===== config.mk =====
export PLATFORM = sky130hd
export DESIGN_NAME = vga_sync
export DESIGN_NICKNAME = d
export VERILOG_FILES = /design/src/rtl/vga_sync.sv
export SDC_FILE = /design/constraint.sdc
export NUM_CORES = 1
export LEC_CHECK = 0
export CAP_MARGIN = 10
export CORE_ASPECT_RATIO = 1.75
export CORE_UTILIZATION = 49
export CTS_CLUSTER_DIAMETER = 30
export DETAILED_ROUTE_END_ITERATION = 12
export PLACE_DENSITY_LB_ADDON = 0.3
export SLEW_MARGIN = 20
export SYNTH_ARGS = -nofsm -noshare
export SYNTH_HDL_FRONTEND = slang
export SYNTH_SLANG_ARGS = --single-unit

===== constraint.sdc =====
create_clock -name clk -period 4.7 [get_ports clk]
set_clock_uncertainty 0.15 [all_clocks]
set_input_delay 0.94 -clock clk [delete_from_list [all_inputs] [get_ports clk]]
set_output_delay 0.94 -clock clk [all_outputs]
set_load 0.1 [all_outputs]

===== src/rtl/vga_sync.sv =====
// VGA timing generator: h/v counters, blanked RGB and active-low syncs with matched latency.
// Optional macro PIXEL_TICK_DIV_EN divides clk by 4 to produce the pixel enable.
module vga_sync #(
    parameter int unsigned H_DISPLAY = 640,
    parameter int unsigned H_FP      = 16,
    parameter int unsigned H_SYNC    = 96,
    parameter int unsigned H_BP      = 48,
    parameter int unsigned V_DISPLAY = 480,
    parameter int unsigned V_FP      = 10,
    parameter int unsigned V_SYNC    = 2,
    parameter int unsigned V_BP      = 33
) (
    input  logic        clk,
    input  logic        reset,
    input  logic [11:0] color_in,
    output logic        p_tick,
    output logic [9:0]  p_col,
    output logic [9:0]  p_row,
    output logic        video_on,
    output logic        frame_start,
    output logic        hsync,
    output logic        vsync,
    output logic [11:0] rgb
);

    localparam int unsigned H_TOTAL = H_DISPLAY + H_FP + H_SYNC + H_BP;
    localparam int unsigned V_TOTAL = V_DISPLAY + V_FP + V_SYNC + V_BP;

    localparam logic [9:0] H_MAX    = 10'(H_TOTAL - 1);
    localparam logic [9:0] V_MAX    = 10'(V_TOTAL - 1);
    localparam logic [9:0] H_VIS    = 10'(H_DISPLAY);
    localparam logic [9:0] V_VIS    = 10'(V_DISPLAY);
    localparam logic [9:0] HS_START = 10'(H_DISPLAY + H_FP);
    localparam logic [9:0] HS_END   = 10'(H_DISPLAY + H_FP + H_SYNC - 1);
    localparam logic [9:0] VS_START = 10'(V_DISPLAY + V_FP);
    localparam logic [9:0] VS_END   = 10'(V_DISPLAY + V_FP + V_SYNC - 1);

`ifdef PIXEL_TICK_DIV_EN
    logic [1:0] div_q;

    always_ff @(posedge clk or posedge reset) begin
        if (reset) begin
            div_q <= 2'd0;
        end else begin
            div_q <= div_q + 2'd1;
        end
    end

    assign p_tick = (div_q == 2'd3);
`else
    assign p_tick = 1'b1;
`endif

    logic [9:0]  h_q, h_d, v_q, v_d;
    logic        hsync_raw, vsync_raw;
    logic        hsync_q, vsync_q;
    logic [11:0] rgb_q;

    always_comb begin
        h_d = h_q;
        v_d = v_q;
        if (p_tick) begin
            if (h_q >= H_MAX) begin
                h_d = 10'd0;
                v_d = (v_q >= V_MAX) ? 10'd0 : v_q + 10'd1;
            end else begin
                h_d = h_q + 10'd1;
            end
        end
    end

    always_comb begin
        video_on    = (h_q < H_VIS) && (v_q < V_VIS);
        hsync_raw   = !((h_q >= HS_START) && (h_q <= HS_END));
        vsync_raw   = !((v_q >= VS_START) && (v_q <= VS_END));
        frame_start = p_tick && (h_q == H_MAX) && (v_q == V_MAX);
    end

    // Sync and pixel share one register stage so they stay aligned at the DAC.
    always_ff @(posedge clk or posedge reset) begin
        if (reset) begin
            h_q     <= 10'd0;
            v_q     <= 10'd0;
            hsync_q <= 1'b1;
            vsync_q <= 1'b1;
            rgb_q   <= 12'h000;
        end else begin
            h_q <= h_d;
            v_q <= v_d;
            if (p_tick) begin
                hsync_q <= hsync_raw;
                vsync_q <= vsync_raw;
                rgb_q   <= video_on ? color_in : 12'h000;
            end
        end
    end

    assign p_col = h_q;
    assign p_row = v_q;
    assign hsync = hsync_q;
    assign vsync = vsync_q;
    assign rgb   = rgb_q;

endmodule

**Word level (Yosys, flattened, before mapping)**

Index checks and enable logic that the tools add are counted.

- Register bits after elaboration: 34
- Output and inout bits: 37
- Word-level logic and storage cells: 26

- $add $sub $neg: 2
- Order comparisons: 8
- Equal/unequal tests: 2
- Multiplexer cells: 3
- Reductions and logical operators: 6

Operators with widths:

| kind | count |
|---|---|
| $ge A10 B10 Y1 const B | 3 |
| $add A10 B1 Y10 const B | 2 |
| $eq A10 B10 Y1 const B | 2 |
| $mux W10 | 2 |
| $mux W12 | 1 |
| $ge A10 B9 Y1 const B | 1 |
| $le A10 B10 Y1 const B | 1 |
| $le A10 B9 Y1 const B | 1 |
| $lt A10 B10 Y1 const B | 1 |
| $lt A10 B9 Y1 const B | 1 |
| $logic_and A1 B1 Y1 | 4 |
| $logic_not A1 Y1 | 2 |

**Longest topological paths before layout**

Gate-level depths: netlist (run 1).

- Depth after elaboration: 3
- Mapped depth: 6
- Mapped depth without buffers: 5

**Worst setup path after synthesis (run 1)**

No wires, ideal clock.

- Kind: register to output
- Start point: register h_q[0], in the netlist p_col[0]
- End point: output port frame_start
- Data arrival time: 2389 ps
- Slack: 1221 ps
- Stages on the path, launching flop included: 5
- Path through: dfrtp_1 -> ha_1 -> nand3_1 -> nor2_1 -> and4_1

- Word-level cells in the longest chain between the ends: 2

RTL lines:

| what | RTL line | text |
|---|---|---|
| start, declared | 54 | `logic [9:0] h_q, h_d, v_q, v_d;` |
| start signal, assigned | 82 | `h_q <= 10'd0;` |
| start signal, assigned | 88 | `h_q <= h_d;` |
| $eq A10 B10 Y1 | 76 | `frame_start = p_tick && (h_q == H_MAX) && (v_q == V_MAX);` |
| $logic_and A1 B1 Y1 | 76 |  |
| end, declared | 20 | `output logic frame_start,` |

Every way passes these cells.

**Worst setup path after layout (run 1)**

Ends and elaborated chain as after synthesis.

==> flow_metrics.tcl, run 1 <==
set metrics [dict create \
    tns_ps 0 \
    syn_area_um2 1630 \
    irDropWorstVdd_v 0.000225 \
    yosysSeqAreaShare_pct 52.2 \
    dp_cells 237 \
    num_vias 1282 \
    drive_gt1_share_pct 11.9 \
    grt_max_degree 35 \
    setup_viol 0 \
    critPathLaunchType "flop" \
    syn_inst 148 \
    diodes 0 \
    antenna_found_initial 0 \
    rr_worst_depth 5 \
    insertion_delay_ps 290 \
    wl_um 3580 \
    crit-reg2reg-launch "p_col[0]" \
    overflow 0 \
    place_area_um2 2150 \
    rrSetupSlack_ps 2520 \
    min_period_over_period_pct 77.5 \
    hold_class "reg -> reg" \
    hpwlAfterDp_um 2690 \
    postCtsSetupBuffers 0 \
    status "finished, final reports clean" \
    yosys_warnings 0 \
    hold_viol_final 0 \
    period_minus_slack_ps 3640 \
    timing.rr.end "p_row[2]" \
    worst_ep_required_time_ps 3610 \
    syn_nets 166 \
    ctsResizeCount 0 \
    synthDistinctLibCells 41 \
    mostFrequentLayoutCell "clkdlybuf4s50_1" \
    hold_start "p_col[0]" \
    start_util_pct 51.5 \
    cts_made_buffers 5 \
    min_path_cells 1 \
    instances_no_fill 245 \
    clk_pin_slew_ps 70 \
    crit_path_end_kind "output port" \
    cts_buffer_depth 2 \
    avgSynthCellArea_um2 11.0 \
    io-pin-count 51 \
    vias_per_cell 5.23 \
    final_area_um2 2240 \
    worst_pin_slew_ps 996 \
    slew_headroom_pct 33.4 \
    critPathArrivalTime_ps 2550 \
    io_buffers 49 \
    cts-root-buf "clkbuf_8" \
    cap_violations 0 \
    crit_path_max_fanout 6 \
    rows 27 \
    antenna_left 0 \
    fin_nets 219 \
    p_leak_nw 0.953 \
    core-area_um2 3180 \
    drv_slew 0 \
    htreeDepth 2 \
    postLayoutCoreUtil_pct 70.4 \
    area_growth_pct 36.9 \
    grt_pass1_wl_um 6100 \
    drtPass1Iterations 4 \
    gp_congestion 0.805 \
    cts_sinks 34 \
    power_w 0.000578 \
    rsz0062_at_grt "no" \
    synth_seq_cells 34 \
    die-area_um2 3580 \
    die_w_um 45.7 \
    power_density_nw_per_um2 258 \
    grtUsageTotal_pct 23.7 \
    layout_common_cells "48 x clkdlybuf4s50_1, 32 x dfrtp_1, 18 x nor2_1" \
    grt_pass1_vias 1318 \
    drt_iter0_markers 24 \
    drcViolationCount 0 \
    min_to "p_col[0]" \
    fmax_ghz 0.275 \
    cts_tree "done" \
    path_class "reg -> out" \
    die-height_um 78.4 \
    wl_per_cell_um 14.6 \
    cts-hold-fix-buffers 0 \
]
metal layers:
layer	up-vias	GRT usage, %	wire (um)
met4	0	9.39	85
met3	10	7.36	153
met2	34	40.0	1990
met1	632	26.5	1350
met5	-	0	0
li1	606	-	-
cell usage after synthesis (all sizes together):
library cell | instances | area share (%)
a211oi | 2 | 2.0
clkbuf | 1 | 0.31
nand2 | 7 | 1.6
o21ai | 4 | 1.5
nor2b | 4 | 1.5
and2 | 15 | 5.7
buf | 3 | 1.5
o311ai | 1 | 0.54
and3 | 5 | 1.9
mux2 | 1 | 0.69
nand4b | 1 | 0.54
xor2 | 2 | 1.1
o21a | 1 | 0.46
and2b | 1 | 0.54
and4 | 1 | 0.54
conb | 1 | 0.23
nand3 | 7 | 2.1
a21o | 1 | 0.54
a22o | 4 | 2.1
nor3 | 4 | 2.2
xnor2 | 6 | 3.2
ha | 4 | 3.1
dfrtp | 32 | 49
a221o | 1 | 0.61
a31oi | 3 | 2.1
inv | 8 | 1.8
dfstp | 2 | 3.2
nor4 | 1 | 0.38
nor2 | 19 | 4.8
nand4 | 3 | 3.0
a21oi | 3 | 1.1
flip-flops by register name (all words and copies together), names as in the netlist:
signal,count
hsync,1
p_col,10
p_row,10
rgb,12
vsync,1
critical path, stage by stage, from the launching register on:
cell	delay, ps
dfrtp_1	430
ha_1	310
nand3_1	100
nor2_1	100
and4_1	200
clkdlybuf4s50_1	1130
kinds of logic after synthesis:
| group | synth area share [%] |
|---|---|
| DFF | 52.2 |
| buffers and inverters | 3.60 |
| and+or+nand+nor | 25.0 |
| xor gates and xnor gates | 4.29 |
| muxes | 0.689 |
| adders and majority gates | 3.06 |
| AOI/OAI and AO/OA | 10.9 |
| other | 0.229 |
worst max-delay path by stage:
stage	startpoint	endpoint	slack, ps
after CTS	p_col[0]	frame_start	1050
after global placement	p_col[0]	frame_start	1420
after global routing	p_col[0]	frame_start	950
after floorplan	p_col[0]	frame_start	1220
final	p_col[0]	frame_start	1060
after detailed placement	p_col[0]	frame_start	1380
area by class of cell:
cell class                 instances  area [um2]
clock buffer                       6        72.6
clock inverter                     2        10.0
fill                             255         938
inverter                           8        30.0
multi-input combinational        102         722
sequential                        34         853
tap                               43        53.8
timing repair buffer              50         495
report_power, final:
part           leakage, nW  switching, W  internal [W]
Clock               0.0450      0.000102      0.000102
Sequential           0.426    0.00000140      0.000298
Combinational        0.482     0.0000536     0.0000208
Total                0.953      0.000157      0.000421
through the flow:
| stage | hold slack (ps) | setup WS, ps |
|---|---|---|
| finish | 391 | 1060 |
| global route | 420 | 950 |
| CTS | 395 | 1050 |
| detailed placement | 379 | 1380 |
| global placement | 357 | 1420 |
| floorplan | 843 | 1220 |
Note: power is estimated with default switching activity, not from simulation.
==> inputs of run 2 (changes only) <==
--- a/config.mk
+++ b/config.mk
@@ -7,7 +7,7 @@
 export LEC_CHECK = 0
 export CAP_MARGIN = 10
 export CORE_ASPECT_RATIO = 1.75
-export CORE_UTILIZATION = 49
+export CORE_UTILIZATION = 46
 export CTS_CLUSTER_DIAMETER = 30
 export DETAILED_ROUTE_END_ITERATION = 12
 export PLACE_DENSITY_LB_ADDON = 0.3
==> constraint.sdc (replaced) <==
create_clock -name clk -period 3.4 [get_ports clk]
set_clock_uncertainty 0.15 [all_clocks]
set_input_delay 0.68 -clock clk [delete_from_list [all_inputs] [get_ports clk]]
set_output_delay 0.68 -clock clk [all_outputs]
set_load 0.1 [all_outputs]
==> run 2 against run 1 <==
Against the previous run:
- first-iteration DRC count decreased by 4.2%
- via count is 0.62% lower
- setup slack got worse by 270 ps
- core utilization fell by 7.0 points
- sequential power grew 38%
- combinational power up 34%
- largest power group unchanged
==> flow_metrics.tcl, run 2 (synthesis gave the netlist of run 1 again) <==
set metrics [dict create \
    hold_class "reg -> reg" \
    drv_slew 0 \
    cts-hold-fix-buffers 0 \
    tns_ps 0 \
    hold_viol_final 0 \
    min_period_over_period_pct 76.7 \
    hold_start "p_col[0]" \
    nFillCells 287 \
    htreeDepth 2 \
    largest_reg_flops 12 \
    num_vias 1274 \
    dp_cells 240 \
    crit_family "simple AND/OR/NAND/NOR gates" \
    area_growth_pct 31.9 \
    p_leak_nw 1.00 \
    multi_input_area_um2 722 \
    rrSetupSlack_ps 1220 \
    cap_violations 0 \
    crit_path_max_fanout 13 \
    die-height_um 80.8 \
    cts-root-buf "clkbuf_8" \
    io_buffers 49 \
    drive_gt1_share_pct 29.7 \
    rows 28 \
    postCtsSetupBuffers 0 \
    ctsResizeCount 0 \
    grt_pass1_vias 1310 \
    mostFrequentLayoutCell "buf_4" \
    clk_pin_slew_ps 60 \
    path_cells "and3_1 > and2_1 > nor3_2 > buf_4 > buf_4" \
    antenna_found_initial 0 \
    cts_made_buffers 5 \
    power_w 0.000783 \
    worst_ep_required_time_ps 2570 \
    crit-reg2reg-launch "p_col[0]" \
    power_density_nw_per_um2 363 \
    gp_congestion 0.796 \
    die-area_um2 3800 \
    drtPass1Iterations 4 \
    period_minus_slack_ps 2610 \
    hpwlAfterDp_um 2650 \
    seq_area_um2 853 \
    path_class "reg -> out" \
    critPathLaunchType "flop" \
    diodes 0 \
    core-area_um2 3400 \
    drt_iter0_markers 23 \
    max_stage_delay_ps 430 \
    start_util_pct 48.1 \
    antenna_left 0 \
    wl_per_cell_um 14.0 \
    crit_slowest_cell "dfrtp_1" \
    insertion_delay_ps 280 \
    drcViolationCount 0 \
    postLayoutCoreUtil_pct 63.4 \
    die_w_um 47.1 \
    cts_buffer_depth 2 \
    overflow 0 \
    fin_nets 220 \
    irDropWorstVdd_v 0.000310 \
    fmax_ghz 0.383 \
    slew_headroom_pct 58.6 \
    startpoint "p_row[6]" \
    io-pin-count 51 \
    vias_per_cell 5.16 \
    wl_um 3450 \
    setup_viol 0 \
    layout_common_cells "38 x buf_4, 32 x dfrtp_1, 18 x nor2_1" \
    crit_top_cell "buf_4" \
    grt_max_degree 35 \
    cts_tree "done" \
    critPathBufInv 2 \
    cts_sinks 34 \
    grt_pass1_wl_um 5630 \
    rsz0062_at_grt "no" \
    crit_path_end_kind "output port" \
    worst_pin_slew_ps 621 \
    critPathArrivalTime_ps 1780 \
    grtUsageTotal_pct 21.0 \
    status "finished, final reports clean" \
    instances_no_fill 247 \
]
-- run 2: changes by cell type in the layout (fill, tap and decap cells not counted), sizes merged --
cell and change:
buf +36, clkbuf -1, clkdlybuf4s50 -35
-- run 2: worst paths after layout --
path	to	cells past startpoint
worst max-delay path	video_on	5
worst min-delay path	p_col[0]	1
worst max register to register	p_row[8]	5
worst min register to register	p_col[0]	1
max in group asynchronous	vsync	3
min in group asynchronous	rgb[11]	3
-- run 2: power breakdown --
part | switching, W | internal [W]
combinational | 0.0000733 | 0.0000262
clock | 0.000133 | 0.000137
sequential | 0.00000203 | 0.000412
total | 0.000208 | 0.000575
-- run 2: metal layers --
| layer | up-vias | track usage, % | wire, um | part of all wire [%] |
|---|---|---|---|---|
| li1 | 607 | - | - | - |
| met1 | 614 | 22.3 | 1270 | 37 |
| met2 | 41 | 36.5 | 1940 | 56 |
| met3 | 12 | 5.56 | 137 | 4.0 |
| met4 | 0 | 9.71 | 101 | 2.9 |
| met5 | - | 0 | 0 | 0 |
-- run 2: cell type report --
class                           count  share of cell area (%)
Clock buffer                        5                    3.19
Clock inverter                      2                   0.464
Inverter                            8                    1.39
Multi-Input combinational cell    102                    33.5
Sequential cell                    34                    39.6
Tap cell                           45                    2.61
Timing Repair Buffer               51                    19.3
-- run 2: metrics by stage --
stage | setup WS (ps) | hold slack (ps) | cell area (um2)
floorplan | 181 | 659 | 1630
global placement | 1140 | 361 | 2080
detailed placement | 1080 | 381 | 2080
CTS | 767 | 392 | 2160
global route | 685 | 439 | 2160
finish | 791 | 385 | 2160
==> inputs of run 3 (changes only) <==
--- a/config.mk
+++ b/config.mk
@@ -7,7 +7,7 @@
 export LEC_CHECK = 0
 export CAP_MARGIN = 10
 export CORE_ASPECT_RATIO = 1.75
-export CORE_UTILIZATION = 46
+export CORE_UTILIZATION = 41
 export CTS_CLUSTER_DIAMETER = 30
 export DETAILED_ROUTE_END_ITERATION = 12
 export PLACE_DENSITY_LB_ADDON = 0.3
==> constraint.sdc (replaced) <==
create_clock -name clk -period 2.29 [get_ports clk]
set_clock_uncertainty 0.15 [all_clocks]
set_input_delay 0.458 -clock clk [delete_from_list [all_inputs] [get_ports clk]]
set_output_delay 0.458 -clock clk [all_outputs]
set_load 0.1 [all_outputs]
==> run 3 against run 2 <==
Against the previous run:
- non-clock buffer count up 2
- largest cell class unchanged
- via count up 2.1%
- sequential cell count unchanged
- critical path depth down 2
- cell count up 2.4%
- die area up 12%
- core utilization down 3.5 points
- critical endpoint is now frame_start
- sequential share of layout area down 1.7 points
- critical path type unchanged
- combinational power up 50%
==> flow_metrics.tcl, run 3 (synthesis gave the netlist of run 1 again) <==
set metrics [dict create \
    status "finished, final reports clean" \
    wl_per_cell_um 14.8 \
    period_minus_slack_ps 2220 \
    rsz0062_at_grt "no" \
    min_period_over_period_pct 96.9 \
    die-height_um 85.5 \
    cts_buffer_depth 2 \
    antenna_left 0 \
    cap_violations 0 \
    post-place-ws_ps 307 \
    vias_per_cell 5.14 \
    mostFrequentLayoutCell "buf_4" \
    power_density_nw_per_um2 532 \
    overflow 0 \
    rows 30 \
    fmax_ghz 0.450 \
    grtUsageTotal_pct 20.1 \
    insertion_delay_ps 290 \
    place_area_um2 2190 \
    grt_max_degree 35 \
    power_w 0.00122 \
    hold_viol_final 0 \
    pwr-share-seq_pct 50.3 \
    crit_path_max_fanout 7 \
    setup_viol 0 \
    hpwlAfterDp_um 2920 \
    grt_pass1_wl_um 6290 \
    clk_pin_slew_ps 70 \
    p_comb_share_pct 12.2 \
    die-area_um2 4250 \
    irDropWorstVdd_v 0.000447 \
    critPathArrivalTime_ps 1610 \
    path_class "reg -> out" \
    drv_slew 0 \
    diodes 0 \
    start_util_pct 42.7 \
    fin_hold_ws_ps 366 \
    postCtsSetupBuffers 0 \
    antenna_found_initial 0 \
    grt_pass1_vias 1375 \
    ctsResizeCount 1 \
    cts-hold-fix-buffers 0 \
    p_leak_nw 1.03 \
    num_vias 1301 \
    wl_um 3730 \
    p_int_w 0.000893 \
    io-pin-count 51 \
    fin_nets 222 \
    cts_made_buffers 5 \
    fin_ws_ps 70.2 \
    area_growth_pct 40.4 \
    final_area_um2 2290 \
    worst_ep_required_time_ps 1680 \
    gp_congestion 0.845 \
    hold_class "reg -> reg" \
    p_switching_w 0.000328 \
    cts_sinks 34 \
    htreeDepth 2 \
    core-area_um2 3830 \
    die_w_um 49.7 \
    drt_iter0_markers 32 \
    crit_path_end_kind "output port" \
    pwr-share-clk_pct 37.5 \
    largest_reg_flops 12 \
    drive_gt1_share_pct 37.6 \
    swShare_pct 26.9 \
    layout_common_cells "34 x buf_4, 20 x dfrtp_1, 18 x nor2_1" \
    drcViolationCount 0 \
    drtPass1Iterations 4 \
    critPathLaunchType "flop" \
    cts_tree "done" \
    cts-root-buf "clkbuf_8" \
    io_buffers 49 \
]
==> run 3: cell count changes in the layout (fill, tap and decap cells not counted) <==
cell	delta
and4_4	+1
ha_2	+1
ha_1	-1
buf_4	-4
nor3_1	-1
and4_1	-1
clkinv_2	-1
buf_12	+6
clkbuf_1	+1
dfrtp_2	+12
nor3_4	+1
clkbuf_8	+1
dfrtp_1	-12
==> run 3: worst max-delay path: stages, from the launching register on <==
cell,delay [ps]
dfrtp_1,510
nor4_1,350
and4_4,290
buf_12,170
==> run 3: path summary, 6_finish.rpt <==
check                              end  cells after the start      from  slack (ps)
max reg2reg                   p_row[8]                      5  p_col[0]         490
max in group asynchronous        vsync                      3     reset        1250
max                        frame_start                      3  p_col[6]          70
min reg2reg                   p_col[0]                      1  p_col[0]         370
min                           p_col[0]                      1  p_col[0]         370
min in group asynchronous     p_row[8]                      3     reset         410
==> run 3: layer usage <==
metal / part of all wire, % / track usage (%)
met1: 33 / 19.0
met2: 58 / 37.0
met3: 5.7 / 5.50
met5: 0 / 0
met4: 3.0 / 12.2
==> run 3: metrics by stage <==
stage / utilization [%] / TNS, ps / std cells
finish: 59.9 / 0 / 253
global route: 59.9 / 0 / 253
CTS: 59.7 / 0 / 253
detailed placement: 57.2 / 0 / 245
global placement: 57.2 / 0 / 245
floorplan: - / -62.4 / 148
==> run 3: power groups by stage <==
stage / combinational (W) / sequential (W) / clock [W]
after floorplan: 0.0000240 / 0.000706 / 0
after global placement: 0.000149 / 0.000625 / 0
after detailed placement: 0.000151 / 0.000625 / 0
after CTS: 0.000151 / 0.000614 / 0.000467
after global routing: 0.000155 / 0.000614 / 0.000493
final: 0.000149 / 0.000614 / 0.000458
==> run 3: cell type report <==
type / instances / area [um2]
flip-flops and latches: 34 / 868
clock buffers: 7 / 86.3
clock inverters: 1 / 5.00
inverters: 8 / 30.0
repair buffers: 53 / 505
well taps: 48 / 60.1
multi-input cells: 102 / 738
fillers: 355 / 1540
